File: config.mk
export PLATFORM = sky130hd
export DESIGN_NAME = injector_flat
export DESIGN_NICKNAME = d
export VERILOG_FILES = /design/src/rtl/router_pkg.sv /design/src/rtl/injector_if.sv /design/src/rtl/inj_fifo.sv /design/src/rtl/injector.sv /design/src/flat_wrapper.sv
export SDC_FILE = /design/constraint.sdc
export NUM_CORES = 1
export LEC_CHECK = 0
export BUFFER_PORTS_ARGS = -buffer_cell sky130_fd_sc_hd__buf_2
export CAP_MARGIN = 20
export CORE_AREA = 2 2 87 89
export DETAILED_ROUTE_END_ITERATION = 7
export DIE_AREA = 0 0 89 91
export GPL_TIMING_DRIVEN = 0
export PLACE_DENSITY_LB_ADDON = 0.12
export SYNTH_ARGS = -nofsm -noshare
export SYNTH_HDL_FRONTEND = slang
export SYNTH_HIERARCHICAL = 1
export SYNTH_SLANG_ARGS = --single-unit
File: constraint.sdc
create_clock -name clk -period 3.7 [get_ports clk]
set_input_delay 0.74 -clock clk [delete_from_list [all_inputs] [get_ports clk]]
set_output_delay 0.74 -clock clk [all_outputs]
set_load 0.05 [all_outputs]
File: src/rtl/router_pkg.sv
// Shared definitions for the bufferless mesh router: direction codes, flit
// field positions and the dimension-ordered (column first) route function.
package router_pkg;

  localparam int FLIT_W  = 10;
  localparam int ADR_W   = 6;
  localparam int GBO_BIT = 9;
  localparam int DIR_MSB = 8;
  localparam int DIR_LSB = 6;
  localparam int ADR_MSB = 5;
  localparam int ADR_LSB = 0;

  typedef enum logic [2:0] {
    EAST  = 3'b000,
    WEST  = 3'b001,
    NORTH = 3'b010,
    SOUTH = 3'b011,
    LOCAL = 3'b100
  } dir_e;

  // Columns are resolved before rows; an address matching this node loops back.
  function automatic dir_e route(input logic [ADR_W-1:0] addr,
                                 input logic [2:0]       row_id,
                                 input logic [2:0]       col_id);
    logic [2:0] row;
    logic [2:0] col;
    row = addr[5:3];
    col = addr[2:0];
    if (col > col_id)      return EAST;
    else if (col < col_id) return WEST;
    else if (row > row_id) return NORTH;
    else if (row < row_id) return SOUTH;
    else                   return LOCAL;
  endfunction

endpackage

File: src/rtl/injector_if.sv
// Injector bundle: core-side address handshake plus the four channel flits in
// and out, and the loopback/starvation status toward the router.
interface injector_if;
  import router_pkg::*;

  logic [FLIT_W-1:0] nad;
  logic [FLIT_W-1:0] sad;
  logic [FLIT_W-1:0] ead;
  logic [FLIT_W-1:0] wad;
  logic              inj_valid;
  logic [ADR_W-1:0]  inj_addr;
  logic              inj_ready;
  logic [FLIT_W-1:0] nout;
  logic [FLIT_W-1:0] sout;
  logic [FLIT_W-1:0] eout;
  logic [FLIT_W-1:0] wout;
  logic [FLIT_W-1:0] lo_flit;
  logic              lo_valid;
  logic              inj_starve;

  modport master (
    output nad, sad, ead, wad, inj_valid, inj_addr,
    input  inj_ready, nout, sout, eout, wout, lo_flit, lo_valid, inj_starve
  );

  modport slave (
    input  nad, sad, ead, wad, inj_valid, inj_addr,
    output inj_ready, nout, sout, eout, wout, lo_flit, lo_valid, inj_starve
  );

endinterface

File: src/rtl/inj_fifo.sv
// Synchronous FIFO holding pending destination addresses; pushes are refused
// while full even if a pop happens in the same cycle.
module inj_fifo #(
  parameter int DEPTH = 4,
  parameter int WIDTH = 6
) (
  input  logic             clk,
  input  logic             rst_n,
  input  logic             push,
  input  logic             pop,
  input  logic [WIDTH-1:0] din,
  output logic [WIDTH-1:0] dout,
  output logic             full,
  output logic             empty
);

  localparam int PTR_W = $clog2(DEPTH);
  localparam int CNT_W = PTR_W + 1;

  logic [WIDTH-1:0] mem [DEPTH];
  logic [PTR_W-1:0] wr_ptr;
  logic [PTR_W-1:0] rd_ptr;
  logic [CNT_W-1:0] count;
  logic             do_push;
  logic             do_pop;

  assign full    = (count == CNT_W'(DEPTH));
  assign empty   = (count == '0);
  assign do_push = push && !full;
  assign do_pop  = pop && !empty;
  assign dout    = mem[rd_ptr];

  // NOTE: storage has no reset; the pointers and count alone define which entries are valid.
  always_ff @(posedge clk) begin
    if (do_push) mem[wr_ptr] <= din;
  end

  // NOTE: non-blocking assignments so every register samples pre-edge values.
  always_ff @(posedge clk or negedge rst_n) begin
    if (!rst_n) begin
      wr_ptr <= '0;
      rd_ptr <= '0;
      count  <= '0;
    end else begin
      if (do_push) wr_ptr <= wr_ptr + 1'b1;
      if (do_pop)  rd_ptr <= rd_ptr + 1'b1;
      case ({do_push, do_pop})
        2'b10:   count <= count + 1'b1;
        2'b01:   count <= count - 1'b1;
        default: count <= count;
      endcase
    end
  end

endmodule

File: src/rtl/injector.sv
// Local-port injection stage: routes the FIFO head into the first blank
// channel (N > S > E > W) or the loopback port, with one registered stage out.
module injector
  import router_pkg::*;
#(
  parameter logic [2:0] ROW_ID       = 3'd4,
  parameter logic [2:0] COL_ID       = 3'd4,
  parameter int         DEPTH        = 4,
  parameter int         STARVE_LIMIT = 8
) (
  input logic       clk,
  input logic       rst_n,
  injector_if.slave bus
);

  localparam int              CNT_W      = $clog2(STARVE_LIMIT + 1);
  localparam logic [CNT_W-1:0] STARVE_MAX = CNT_W'(STARVE_LIMIT);

  logic [ADR_W-1:0]  head_addr;
  logic              fifo_full;
  logic              fifo_empty;
  logic              pop;
  logic              head_local;
  dir_e              head_dir;
  logic [FLIT_W-1:0] head_flit;
  logic [FLIT_W-1:0] chan_in   [4];
  logic [FLIT_W-1:0] chan_next [4];
  logic              any_blank;
  logic [1:0]        blank_idx;
  logic [CNT_W-1:0]  starve_cnt;
  logic [CNT_W-1:0]  starve_next;

  assign bus.inj_ready = !fifo_full;

  inj_fifo #(.DEPTH(DEPTH), .WIDTH(ADR_W)) u_fifo (
    .clk   (clk),
    .rst_n (rst_n),
    .push  (bus.inj_valid),
    .pop   (pop),
    .din   (bus.inj_addr),
    .dout  (head_addr),
    .full  (fifo_full),
    .empty (fifo_empty)
  );

  assign chan_in[0] = bus.nad;
  assign chan_in[1] = bus.sad;
  assign chan_in[2] = bus.ead;
  assign chan_in[3] = bus.wad;

  assign head_dir   = route(head_addr, ROW_ID, COL_ID);
  assign head_local = (head_dir == LOCAL);

  // NOTE: every output gets a default before any conditional update, so no latch is inferred.
  always_comb begin
    head_flit                  = '0;
    head_flit[GBO_BIT]         = 1'b1;
    head_flit[DIR_MSB:DIR_LSB] = head_dir;
    head_flit[ADR_MSB:ADR_LSB] = head_addr;

    // Scan from lowest priority upward so the last hit is the highest-priority blank.
    any_blank = 1'b0;
    blank_idx = '0;
    for (int i = 3; i >= 0; i--) begin
      if (!chan_in[i][GBO_BIT]) begin
        any_blank = 1'b1;
        blank_idx = 2'(i);
      end
    end

    pop = !fifo_empty && (head_local || any_blank);

    for (int i = 0; i < 4; i++) chan_next[i] = chan_in[i];
    if (pop && !head_local) chan_next[blank_idx] = head_flit;

    starve_next = starve_cnt;
    if (pop)
      starve_next = '0;
    else if (!fifo_empty && !any_blank && starve_cnt != STARVE_MAX)
      starve_next = starve_cnt + 1'b1;
  end

  always_ff @(posedge clk or negedge rst_n) begin
    if (!rst_n) begin
      bus.nout       <= '0;
      bus.sout       <= '0;
      bus.eout       <= '0;
      bus.wout       <= '0;
      bus.lo_flit    <= '0;
      bus.lo_valid   <= 1'b0;
      bus.inj_starve <= 1'b0;
      starve_cnt     <= '0;
    end else begin
      bus.nout       <= chan_next[0];
      bus.sout       <= chan_next[1];
      bus.eout       <= chan_next[2];
      bus.wout       <= chan_next[3];
      bus.lo_valid   <= pop && head_local;
      if (pop && head_local) bus.lo_flit <= head_flit;
      bus.inj_starve <= (starve_next == STARVE_MAX);
      starve_cnt     <= starve_next;
    end
  end

endmodule

File: src/flat_wrapper.sv
// flat-port wrapper written by rule: the top's interface ports become plain ports
module injector_flat import router_pkg::*;
#(
  parameter logic [2:0] ROW_ID       = 3'd4,
  parameter logic [2:0] COL_ID       = 3'd4,
  parameter int         DEPTH        = 4,
  parameter int         STARVE_LIMIT = 8
)
  (clk, rst_n, bus_nad, bus_sad, bus_ead, bus_wad, bus_inj_valid, bus_inj_addr, bus_inj_ready, bus_nout, bus_sout, bus_eout, bus_wout, bus_lo_flit, bus_lo_valid, bus_inj_starve);
  injector_if bus_i ();
  input logic clk;
  input logic rst_n;
  input wire logic [$bits(bus_i.nad)-1:0] bus_nad;
  input wire logic [$bits(bus_i.sad)-1:0] bus_sad;
  input wire logic [$bits(bus_i.ead)-1:0] bus_ead;
  input wire logic [$bits(bus_i.wad)-1:0] bus_wad;
  input wire logic [$bits(bus_i.inj_valid)-1:0] bus_inj_valid;
  input wire logic [$bits(bus_i.inj_addr)-1:0] bus_inj_addr;
  output wire logic [$bits(bus_i.inj_ready)-1:0] bus_inj_ready;
  output wire logic [$bits(bus_i.nout)-1:0] bus_nout;
  output wire logic [$bits(bus_i.sout)-1:0] bus_sout;
  output wire logic [$bits(bus_i.eout)-1:0] bus_eout;
  output wire logic [$bits(bus_i.wout)-1:0] bus_wout;
  output wire logic [$bits(bus_i.lo_flit)-1:0] bus_lo_flit;
  output wire logic [$bits(bus_i.lo_valid)-1:0] bus_lo_valid;
  output wire logic [$bits(bus_i.inj_starve)-1:0] bus_inj_starve;
  assign bus_i.nad = bus_nad;
  assign bus_i.sad = bus_sad;
  assign bus_i.ead = bus_ead;
  assign bus_i.wad = bus_wad;
  assign bus_i.inj_valid = bus_inj_valid;
  assign bus_i.inj_addr = bus_inj_addr;
  assign bus_inj_ready = bus_i.inj_ready;
  assign bus_nout = bus_i.nout;
  assign bus_sout = bus_i.sout;
  assign bus_eout = bus_i.eout;
  assign bus_wout = bus_i.wout;
  assign bus_lo_flit = bus_i.lo_flit;
  assign bus_lo_valid = bus_i.lo_valid;
  assign bus_inj_starve = bus_i.inj_starve;
  injector #(.ROW_ID(ROW_ID), .COL_ID(COL_ID), .DEPTH(DEPTH), .STARVE_LIMIT(STARVE_LIMIT)) u_core (.clk(clk), .rst_n(rst_n), .bus(bus_i));
endmodule
==> results of run 1 <==
==> critical path: cells and delay by family (launching register included) <==
family	cells	cell delay, ns
AND/OR/NAND/NOR	3	0.73
XOR/XNOR	2	0.29
adder cells (fa/ha/maj)	2	0.57
multiplexers	1	0.66
AO/OA/AOI/OAI	2	0.39
buffers and inverters	2	0.32
flip-flops	1	0.32
==> routing by layer <==
metal	wire length, um	up-vias	share of wire (%)
met4	90	0	1.3
met3	478	7	7.1
met2	3190	81	48
met1	2940	1045	44
li1	-	1026	-
met5	0	-	0
==> flip-flops by register name, indices dropped and copies added (netlist names) <==
name	flops
u_core/bus.eout	10
u_core/bus.inj_starve	1
u_core/bus.lo_flit	10
u_core/bus.lo_valid	1
u_core/bus.nout	10
u_core/bus.sout	10
u_core/bus.wout	10
u_core/starve_cnt	4
u_core/u_fifo/count	3
u_core/u_fifo/mem	24
u_core/u_fifo/rd_ptr	2
u_core/u_fifo/wr_ptr	2
==> how the worst max path moves through the flow <==
stage	startpoint	to	slack, ns
2_1_floorplan	u_core/u_fifo/rd_ptr[0]	u_core/u_fifo/count[2]	0.53
3_3_place_gp	u_core/u_fifo/rd_ptr[0]	u_core/u_fifo/count[2]	0.15
3_5_place_dp	u_core/u_fifo/rd_ptr[0]	u_core/u_fifo/count[2]	0.12
4_1_cts	u_core/u_fifo/rd_ptr[0]	u_core/u_fifo/count[2]	0.09
5_1_grt	u_core/u_fifo/rd_ptr[0]	u_core/u_fifo/count[2]	0.03
6_report	u_core/u_fifo/rd_ptr[0]	u_core/u_fifo/count[2]	0.34
==> kinds of logic after synthesis <==
| group | after synthesis | share of synthesized area, % |
|---|---|---|
| and+or+nand+nor | 48 | 9.17 |
| muxes | 38 | 14.0 |
| DFF | 87 | 65.0 |
| adders and majority gates | 8 | 3.04 |
| AOI/OAI and AO/OA | 19 | 5.03 |
| xor gates and xnor gates | 7 | 1.73 |
| buffers and inverters | 16 | 2.02 |
==> synthesized netlist by cell type, types with 2 or more instances <==
cell type,instances,area [um^2]
ha_1,7,87.6
xnor2_1,4,35.0
nor3_1,2,10.0
nor2_1,10,37.5
mux4_2,6,135
and2_2,3,22.5
nor2b_1,10,62.6
a21oi_1,8,40.0
inv_1,11,41.3
mux2_2,26,293
and2_1,2,12.5
xor2_1,3,26.3
mux2i_1,3,30.0
edfxtp_1,24,721
nand2_1,3,11.3
mux2_1,2,22.5
dfrtp_1,63,1580
or2_2,8,50.1
a211oi_2,2,25.0
buf_2,3,15.0
nor3b_4,3,56.3
nor3b_1,2,15.0
==> layout by cell type, fill, tap and decap left out, types with 2 or more instances in the layout <==
master / synthesis / routed
mux2i_1: 3 / 3
nand2_1: 3 / 3
buf_4: 0 / 7
xor2_1: 3 / 3
mux4_2: 6 / 6
nor3_1: 2 / 2
ha_1: 7 / 7
inv_1: 11 / 11
a211oi_2: 2 / 2
a21oi_1: 8 / 8
mux2_2: 26 / 26
mux2_1: 2 / 2
and2_1: 2 / 2
xnor2_1: 4 / 4
edfxtp_1: 24 / 24
dfrtp_1: 63 / 63
clkinv_4: 0 / 2
nor2b_1: 10 / 10
clkbuf_8: 0 / 9
and2_2: 3 / 3
nor3b_4: 3 / 3
nor3b_1: 2 / 2
nor2_1: 10 / 10
buf_2: 3 / 103
or2_2: 8 / 8
inv_6: 0 / 2
==> stage by stage <==
step	util, %	std cells	instance area, um^2
detailed placement	58.4	423	4170
global placement	58.3	423	4160
finish	61.8	445	4410
floorplan	-	223	3530
CTS	61.1	439	4360
global route	61.8	445	4410
==> power by group <==
group	total (mW)	switching [mW]	leakage [nW]	internal, mW
clock network	0.655	0.338	0.0989	0.317
logic	1.45	0.947	0.922	0.501
registers	1.29	0.0832	0.980	1.21
==> repair_timing <==
| item | in CTS | in global routing |
|---|---|---|
| buffers inserted | 0 | 6 |
| endpoints found under the hold margin | 0 | 0 |
| endpoints found under the setup margin | 0 | 1 |
==> area by class of cell <==
type	instances	share of cell area, %
flip-flops and latches	87	52.1
multi-input cells	120	26.5
repair buffers	107	12.5
clock buffers	10	2.90
well taps	99	2.81
clock inverters	6	1.56
inverters	11	0.937
plain buffers	5	0.681
==> impl_metrics.ini, run 1 <==
[outcome]
status = completed

[setup_path]
cp_cell_sequence = buf_2 -> mux4_2 -> nor3b_4 -> a21oi_1 -> nor2_1 -> o31a_2 -> ha_1 -> inv_1 -> fa_1 -> xor2_1 -> nor2_1 -> xor2_1
r2r-start = u_core/u_fifo/rd_ptr[0]
cpPeakStageDelay_ns = 0.66
reg2regPathDepth = 12
cp-end-kind = register
arrival_ns = 3.64
cp_slowest_cell = mux4_2
crit_type = reg2reg
worstSetupStartpointType = register
path_max_fanout = 8
reg2reg_to = u_core/u_fifo/count[2]
critPathRequiredTime_ns = 3.98
r2r_slack_ns = 0.34

[clock_tree]
clock-root-buffer = clkbuf_8
hold_buffers = 0
cts-buffers-inserted = 9
numClockSinks = 87
cts_tree = done
cts_resized = 0
cts.path.max_buffers = 2
path_clk_slew_ns = 0.09
clock_latency_ns = 0.36
h-tree-depth = 3

[cells_and_area]
fin_nets = 398
fill_cells = 609
area_delta_synth_final_pct = 24.7
drive_gt1_share_pct = 52.0
n_antenna_cell = 0
multiInputGateArea_um2 = 1170
regArea_um2 = 2300

[global_routing]
grt_util_met2_pct = 27.5
antenna_found_initial = 0
gr-usage-met3_pct = 5.36
track_usage_pct = 17.7
grt_max_degree = 64
grt_first_pass_wirelength_mm = 10.8
grtUsageMet1_pct = 23.8
grt_pass1_vias = 2139
busiest_layer = met2
grt_overflow_total = 0

[sta]
min_period_over_period_pct = 90.9
period_needed_ns = 3.36
fin_skew_ns = 0.0111
rsz0062_at_grt = no
setup_slack_ns = 0.337
tns_ns = 0
setup_viol = 0
worstMarginPinSlew_ns = 0.929
slew_violations = 0
clock.fmax_ghz = 0.297
timing.hold.ws_ns = 0.451
relSlewSlack_pct = 38.0
finalHoldViolations = 0

[floorplan]
io_pins = 102
die_area_um2 = 8100
fp.dieW_um = 89
core_area_um2 = 7140
die_y_um = 91
initial_core_util_pct = 49.5
fp-row-count = 31

[drt]
postRouteAntennaNets = 0
num_vias = 2159
drc = 0
vias_per_cell = 4.85
routed_wl_mm = 6.69
dr.first_iter.drc_count = 53
wl_per_cell_um = 15.0
first_pass_iters = 5

[synthesis]
syn-num-nets = 280
synth_warnings = 6
syn-instance-count = 223
netlist_area_um2 = 3530
ys_seq_area_share_pct = 65.0
synthArstFlopShare_pct = 72.4
synth-edff-count = 24
ys.flop_type = dfrtp_1
ys_ff_latch = 87
synthDistinctLibCells = 40
postSynthAreaPerCell_um2 = 15.9

[power]
ir_drop_mv = 0.431
power.density_nw_per_um2 = 770
p_leak_nw = 2.00
power_mw = 3.39

[placed_design]
hpwl_mm = 4.72
dp_slack_ns = 0.120
gp_congestion = 0.729
io_buffers = 101

[flow_run]
cap_violations = 0

[hold_path]
worstHoldPathType = in2async
No activity file was read; power rests on OpenSTA's default activity.
==> inputs of run 2 (changes only) <==
--- a/config.mk
+++ b/config.mk
@@ -7,9 +7,9 @@
 export LEC_CHECK = 0
 export BUFFER_PORTS_ARGS = -buffer_cell sky130_fd_sc_hd__buf_2
 export CAP_MARGIN = 20
-export CORE_AREA = 2 2 87 89
+export CORE_AREA = 2 2 62 123
 export DETAILED_ROUTE_END_ITERATION = 7
-export DIE_AREA = 0 0 89 91
+export DIE_AREA = 0 0 64 125
 export GPL_TIMING_DRIVEN = 0
 export PLACE_DENSITY_LB_ADDON = 0.12
 export SYNTH_ARGS = -nofsm -noshare
==> run 2 against run 1 <==
Against the previous run:
- via count down 0.88%
- global-route usage up 0.94 points
- combinational power about the same
- clock skew down 0.0076 ns
- worst setup slack worse by 0.0018 ns
- worst hold slack worse by 0.028 ns
- flip-flop and latch count unchanged
- sequential power about the same
- count of clock-buffer cells in the layout down 1
- wire length up 0.84%
- design area up 1.5%
- die area down 1.2%
- critical path type unchanged
==> impl_metrics.ini, run 2 (synthesis gave the netlist of run 1 again) <==
[flow_run]
cap_violations = 0

[drt]
postRouteAntennaNets = 0
first_pass_iters = 4
dr.first_iter.drc_count = 118
routed_wl_mm = 6.75
num_vias = 2140
drc = 0
vias_per_cell = 4.91
wl_per_cell_um = 15.5

[floorplan]
initial_core_util_pct = 49.8
fp-row-count = 44
io_pins = 102
die_area_um2 = 8000
core_area_um2 = 7100
die_y_um = 125
fp.dieW_um = 64

[setup_path]
critPathRequiredTime_ns = 3.96
cp-end-kind = register
crit_type = reg2reg
arrival_ns = 3.62
worstSetupStartpointType = register
path_max_fanout = 8

[cells_and_area]
drive_gt1_share_pct = 52.6
regMostFlops = u_core/u_fifo/mem
fin_nets = 396
final_common_cell = buf_2
largest_reg_flops = 24
n_antenna_cell = 0
layout_common_cells = buf_2, dfrtp_1, mux2_2, edfxtp_1, inv_1
area_delta_synth_final_pct = 26.5
fill_cells = 563

[sta]
setup_viol = 0
min_period_over_period_pct = 90.9
slew_violations = 0
setup_slack_ns = 0.336
clock.fmax_ghz = 0.297
finalHoldViolations = 0
period_needed_ns = 3.36
worstMarginPinSlew_ns = 0.899
rsz0062_at_grt = no
tns_ns = 0
fin_skew_ns = 0.00356
relSlewSlack_pct = 39.9

[placed_design]
hpwl_mm = 5.01
dp_slack_ns = 0.0689
gp_congestion = 0.712
io_buffers = 101

[clock_tree]
path_clk_slew_ns = 0.06
clock_latency_ns = 0.33
h-tree-depth = 3
cts_tree = done
numClockSinks = 87
clock-root-buffer = clkbuf_16
cts.path.max_buffers = 2
hold_buffers = 0
cts-buffers-inserted = 9

[hold_path]
worstHoldPathType = in2async

[global_routing]
track_usage_pct = 18.6
busiest_layer = met2
antenna_found_initial = 0
grt_first_pass_wirelength_mm = 11.0
grt_pass1_vias = 2194
grt_max_degree = 38
grt_overflow_total = 0
grtUsageMet1_pct = 22.7
gr-usage-met3_pct = 5.04
grt_util_met2_pct = 30.7

[power]
ir_drop_mv = 0.483
p_leak_nw = 2.03
power.density_nw_per_um2 = 791

[outcome]
status = completed
run 2: changes by cell type in the layout (fill, tap and decap cells not counted), moves of 2 or more:
cell        change
buf_4           -4
clkbuf_16       +9
clkbuf_8        -9
clkinv_2        +3
clkinvlp_4      +2
run 2: area by class of cell:
| class | instances | area (um^2) | share of cell area (%) |
|---|---|---|---|
| timing repair buffer | 105 | 548 | 12.3 |
| clock inverter | 7 | 47.5 | 1.06 |
| inverter | 11 | 41.3 | 0.923 |
| clock buffer | 9 | 225 | 5.03 |
| buffer | 5 | 30.0 | 0.671 |
| tap | 92 | 115 | 2.57 |
| sequential | 87 | 2300 | 51.4 |
| multi-input combinational | 120 | 1170 | 26.1 |
run 2: worst max-delay path, stage by stage (launching register included):
cell and delay [ns]:
dfrtp_1 0.31, buf_2 0.26, mux4_2 0.66, nor3b_4 0.40, a21oi_1 0.16, nor2_2 0.24
o31a_2 0.23, ha_1 0.19, inv_1 0.06, fa_1 0.37, xor2_1 0.15, nor2_1 0.11
xor2_1 0.15
run 2: power breakdown:
group          internal, mW  leakage, nW  switching [mW]
clock network         0.453        0.132           0.354
registers              1.21        0.980          0.0816
logic                 0.484        0.916           0.954
run 2: what timing repair did:
action / 4_1_cts / 5_1_grt
buffers inserted: 0 / 3
endpoints found under the setup margin: 0 / 1
resized for setup: 0 / 1
run 2: final timing paths:
path / start / endpoint / slack (ns) / cells past startpoint
worst max-delay path: u_core/u_fifo/rd_ptr[0] / u_core/u_fifo/count[2] / 0.34 / 12
worst min-delay path: rst_n / u_core/bus.sout[3] / 0.42 / 1
worst max register to register: u_core/u_fifo/rd_ptr[0] / u_core/u_fifo/count[2] / 0.34 / 12
worst min register to register: u_core/bus.lo_flit[2] / u_core/bus.lo_flit[2] / 0.46 / 1
max in group asynchronous: rst_n / u_core/bus.lo_flit[3] / 2.67 / 2
min in group clk: u_core/bus.lo_flit[2] / u_core/bus.lo_flit[2] / 0.46 / 1
run 2: per-layer routing:
layer / wire (um) / up-vias / part of all wire, %
met1: 2690 / 1035 / 40
met4: 128 / 0 / 1.9
met5: 0 / - / 0
met3: 401 / 9 / 5.9
met2: 3530 / 77 / 52
li1: - / 1019 / -
run 2: through the flow:
stage,utilization (%),hold WS [ns],instance area [um^2],std cells,total power [mW]
2_1_floorplan,-,0.444,3530,223,2.39
3_3_place_gp,58.5,0.447,4160,416,2.70
3_5_place_dp,58.8,0.448,4180,417,2.74
4_1_cts,62.6,0.438,4450,433,3.57
5_1_grt,63.0,0.467,4470,436,3.73
6_report,63.0,0.423,4470,436,3.54
==> inputs of run 3 (changes only) <==
--- a/config.mk
+++ b/config.mk
@@ -7,9 +7,9 @@
 export LEC_CHECK = 0
 export BUFFER_PORTS_ARGS = -buffer_cell sky130_fd_sc_hd__buf_2
 export CAP_MARGIN = 20
-export CORE_AREA = 2 2 62 123
+export CORE_AREA = 2 2 63 124
 export DETAILED_ROUTE_END_ITERATION = 7
-export DIE_AREA = 0 0 64 125
+export DIE_AREA = 0 0 65 126
 export GPL_TIMING_DRIVEN = 0
 export PLACE_DENSITY_LB_ADDON = 0.12
 export SYNTH_ARGS = -nofsm -noshare
==> run 3 against run 2 <==
Against the previous run:
- critical path type unchanged
- wire length grew 3.0%
- highest routed layer unchanged
- via count grew 0.75%
- cell count up 0.46%
- critical endpoint unchanged
- die area up 2.4%
- worst setup slack got worse by 0.014 ns
- design area grew 0.70%
- first-iteration DRC count increased by 7.6%
==> impl_metrics.ini, run 3 (synthesis gave the netlist of run 1 again) <==
[outcome]
status = completed

[cells_and_area]
n_antenna_cell = 0
fin_nets = 398
final_common_cell = buf_2
regMostFlops = u_core/u_fifo/mem
layout_common_cells = buf_2, dfrtp_1, mux2_2, edfxtp_1, inv_1
largest_reg_flops = 24
area_delta_synth_final_pct = 27.4
drive_gt1_share_pct = 52.0

[floorplan]
initial_core_util_pct = 49.0
fp-row-count = 44
io_pins = 102
core_area_um2 = 7210
fp.dieW_um = 65
die_y_um = 126
die_area_um2 = 8190

[sta]
tns_ns = 0
fin_skew_ns = 0.00821
setup_viol = 0
slew_violations = 0
rsz0062_at_grt = no
worstMarginPinSlew_ns = 0.936
setup_slack_ns = 0.321
clock.fmax_ghz = 0.296
period_needed_ns = 3.38
min_period_over_period_pct = 91.3
relSlewSlack_pct = 37.5
finalHoldViolations = 0

[setup_path]
worstSetupStartpoint = u_core/u_fifo/rd_ptr[0]
reg2regPathDepth = 12
arrival_ns = 3.65
reg2reg_to = u_core/u_fifo/count[2]
cp-end-kind = register
worstSetupStartpointType = register
crit_type = reg2reg
path_max_fanout = 8
critPathRequiredTime_ns = 3.97
r2r_slack_ns = 0.32
r2r-start = u_core/u_fifo/rd_ptr[0]

[clock_tree]
cts.path.max_buffers = 2
h-tree-depth = 3
cts-buffers-inserted = 9
cts_setup_buffers = 0
cts_resized = 0
clock-root-buffer = clkbuf_16
path_clk_slew_ns = 0.06
clock_latency_ns = 0.35
numClockSinks = 87
hold_buffers = 0
cts_tree = done

[placed_design]
io_buffers = 101
hpwl_mm = 5.07
gp_congestion = 0.744
dp_slack_ns = 0.110

[drt]
vias_per_cell = 4.92
first_pass_iters = 4
routed_wl_mm = 6.95
num_vias = 2156
wl_per_cell_um = 15.9
dr.first_iter.drc_count = 127
postRouteAntennaNets = 0
drc = 0

[flow_run]
cap_violations = 0

[power]
power_mw = 3.62
p_leak_nw = 2.04
power.density_nw_per_um2 = 803
ir_drop_mv = 0.443

[hold_path]
worstHoldPathType = in2async

[global_routing]
grt_max_degree = 39
antenna_found_initial = 0
track_usage_pct = 18.5
grt_pass1_vias = 2146
grt_first_pass_wirelength_mm = 11.0
grt_overflow_total = 0
==> run 3: cell count changes in the layout (fill, tap and decap cells not counted), sizes merged <==
| cell | delta |
|---|---|
| bufinv | +1 |
| inv | -1 |
| clkbuf | +2 |
| clkinv | -2 |
| buf | +2 |
==> run 3: critical path, stage by stage (launching register included) <==
cell     delay, ns
dfrtp_1       0.32
buf_2         0.25
mux4_2        0.65
nor3b_4       0.37
a21oi_1       0.14
nor2_1        0.31
o31a_2        0.25
ha_1          0.18
inv_1         0.06
fa_1          0.37
xor2_1        0.15
nor2_1        0.11
xor2_1        0.15
==> run 3: worst max path at each step <==
stage	slack, ns	to
finish	0.32	u_core/u_fifo/count[2]
global placement	0.14	u_core/u_fifo/count[2]
floorplan	0.53	u_core/u_fifo/count[2]
global route	0.03	u_core/u_fifo/count[2]
detailed placement	0.11	u_core/u_fifo/count[2]
CTS	0.09	u_core/u_fifo/count[2]
==> run 3: cell type report <==
class | instances | area, um^2
multi-input cells | 120 | 1170
plain buffers | 5 | 30.0
flip-flops and latches | 87 | 2300
clock buffers | 11 | 233
inverters | 11 | 41.3
clock inverters | 5 | 58.8
fillers | 581 | 2710
well taps | 92 | 115
repair buffers | 107 | 563
==> run 3: per-layer routing <==
layer / vias to the layer above / share of wire, % / global-route usage [%]
li1: 1024 / - / -
met4: 0 / 2.5 / 9.76
met3: 11 / 5.5 / 4.38
met2: 85 / 53 / 31.3
met1: 1036 / 39 / 21.3
met5: - / 0 / 0
==> run 3: where the power goes <==
part | internal (mW) | switching (mW)
Sequential | 1.21 | 0.0817
Combinational | 0.497 | 0.951
Clock | 0.523 | 0.356
==> run 3: stage by stage <==
step,std cells,util [%],cell area [um^2],hold WS [ns]
2_1_floorplan,223,-,3530,0.444
3_3_place_gp,416,57.6,4160,0.451
3_5_place_dp,417,57.9,4180,0.450
4_1_cts,433,61.9,4470,0.415
5_1_grt,438,62.5,4500,0.451
6_report,438,62.5,4500,0.403
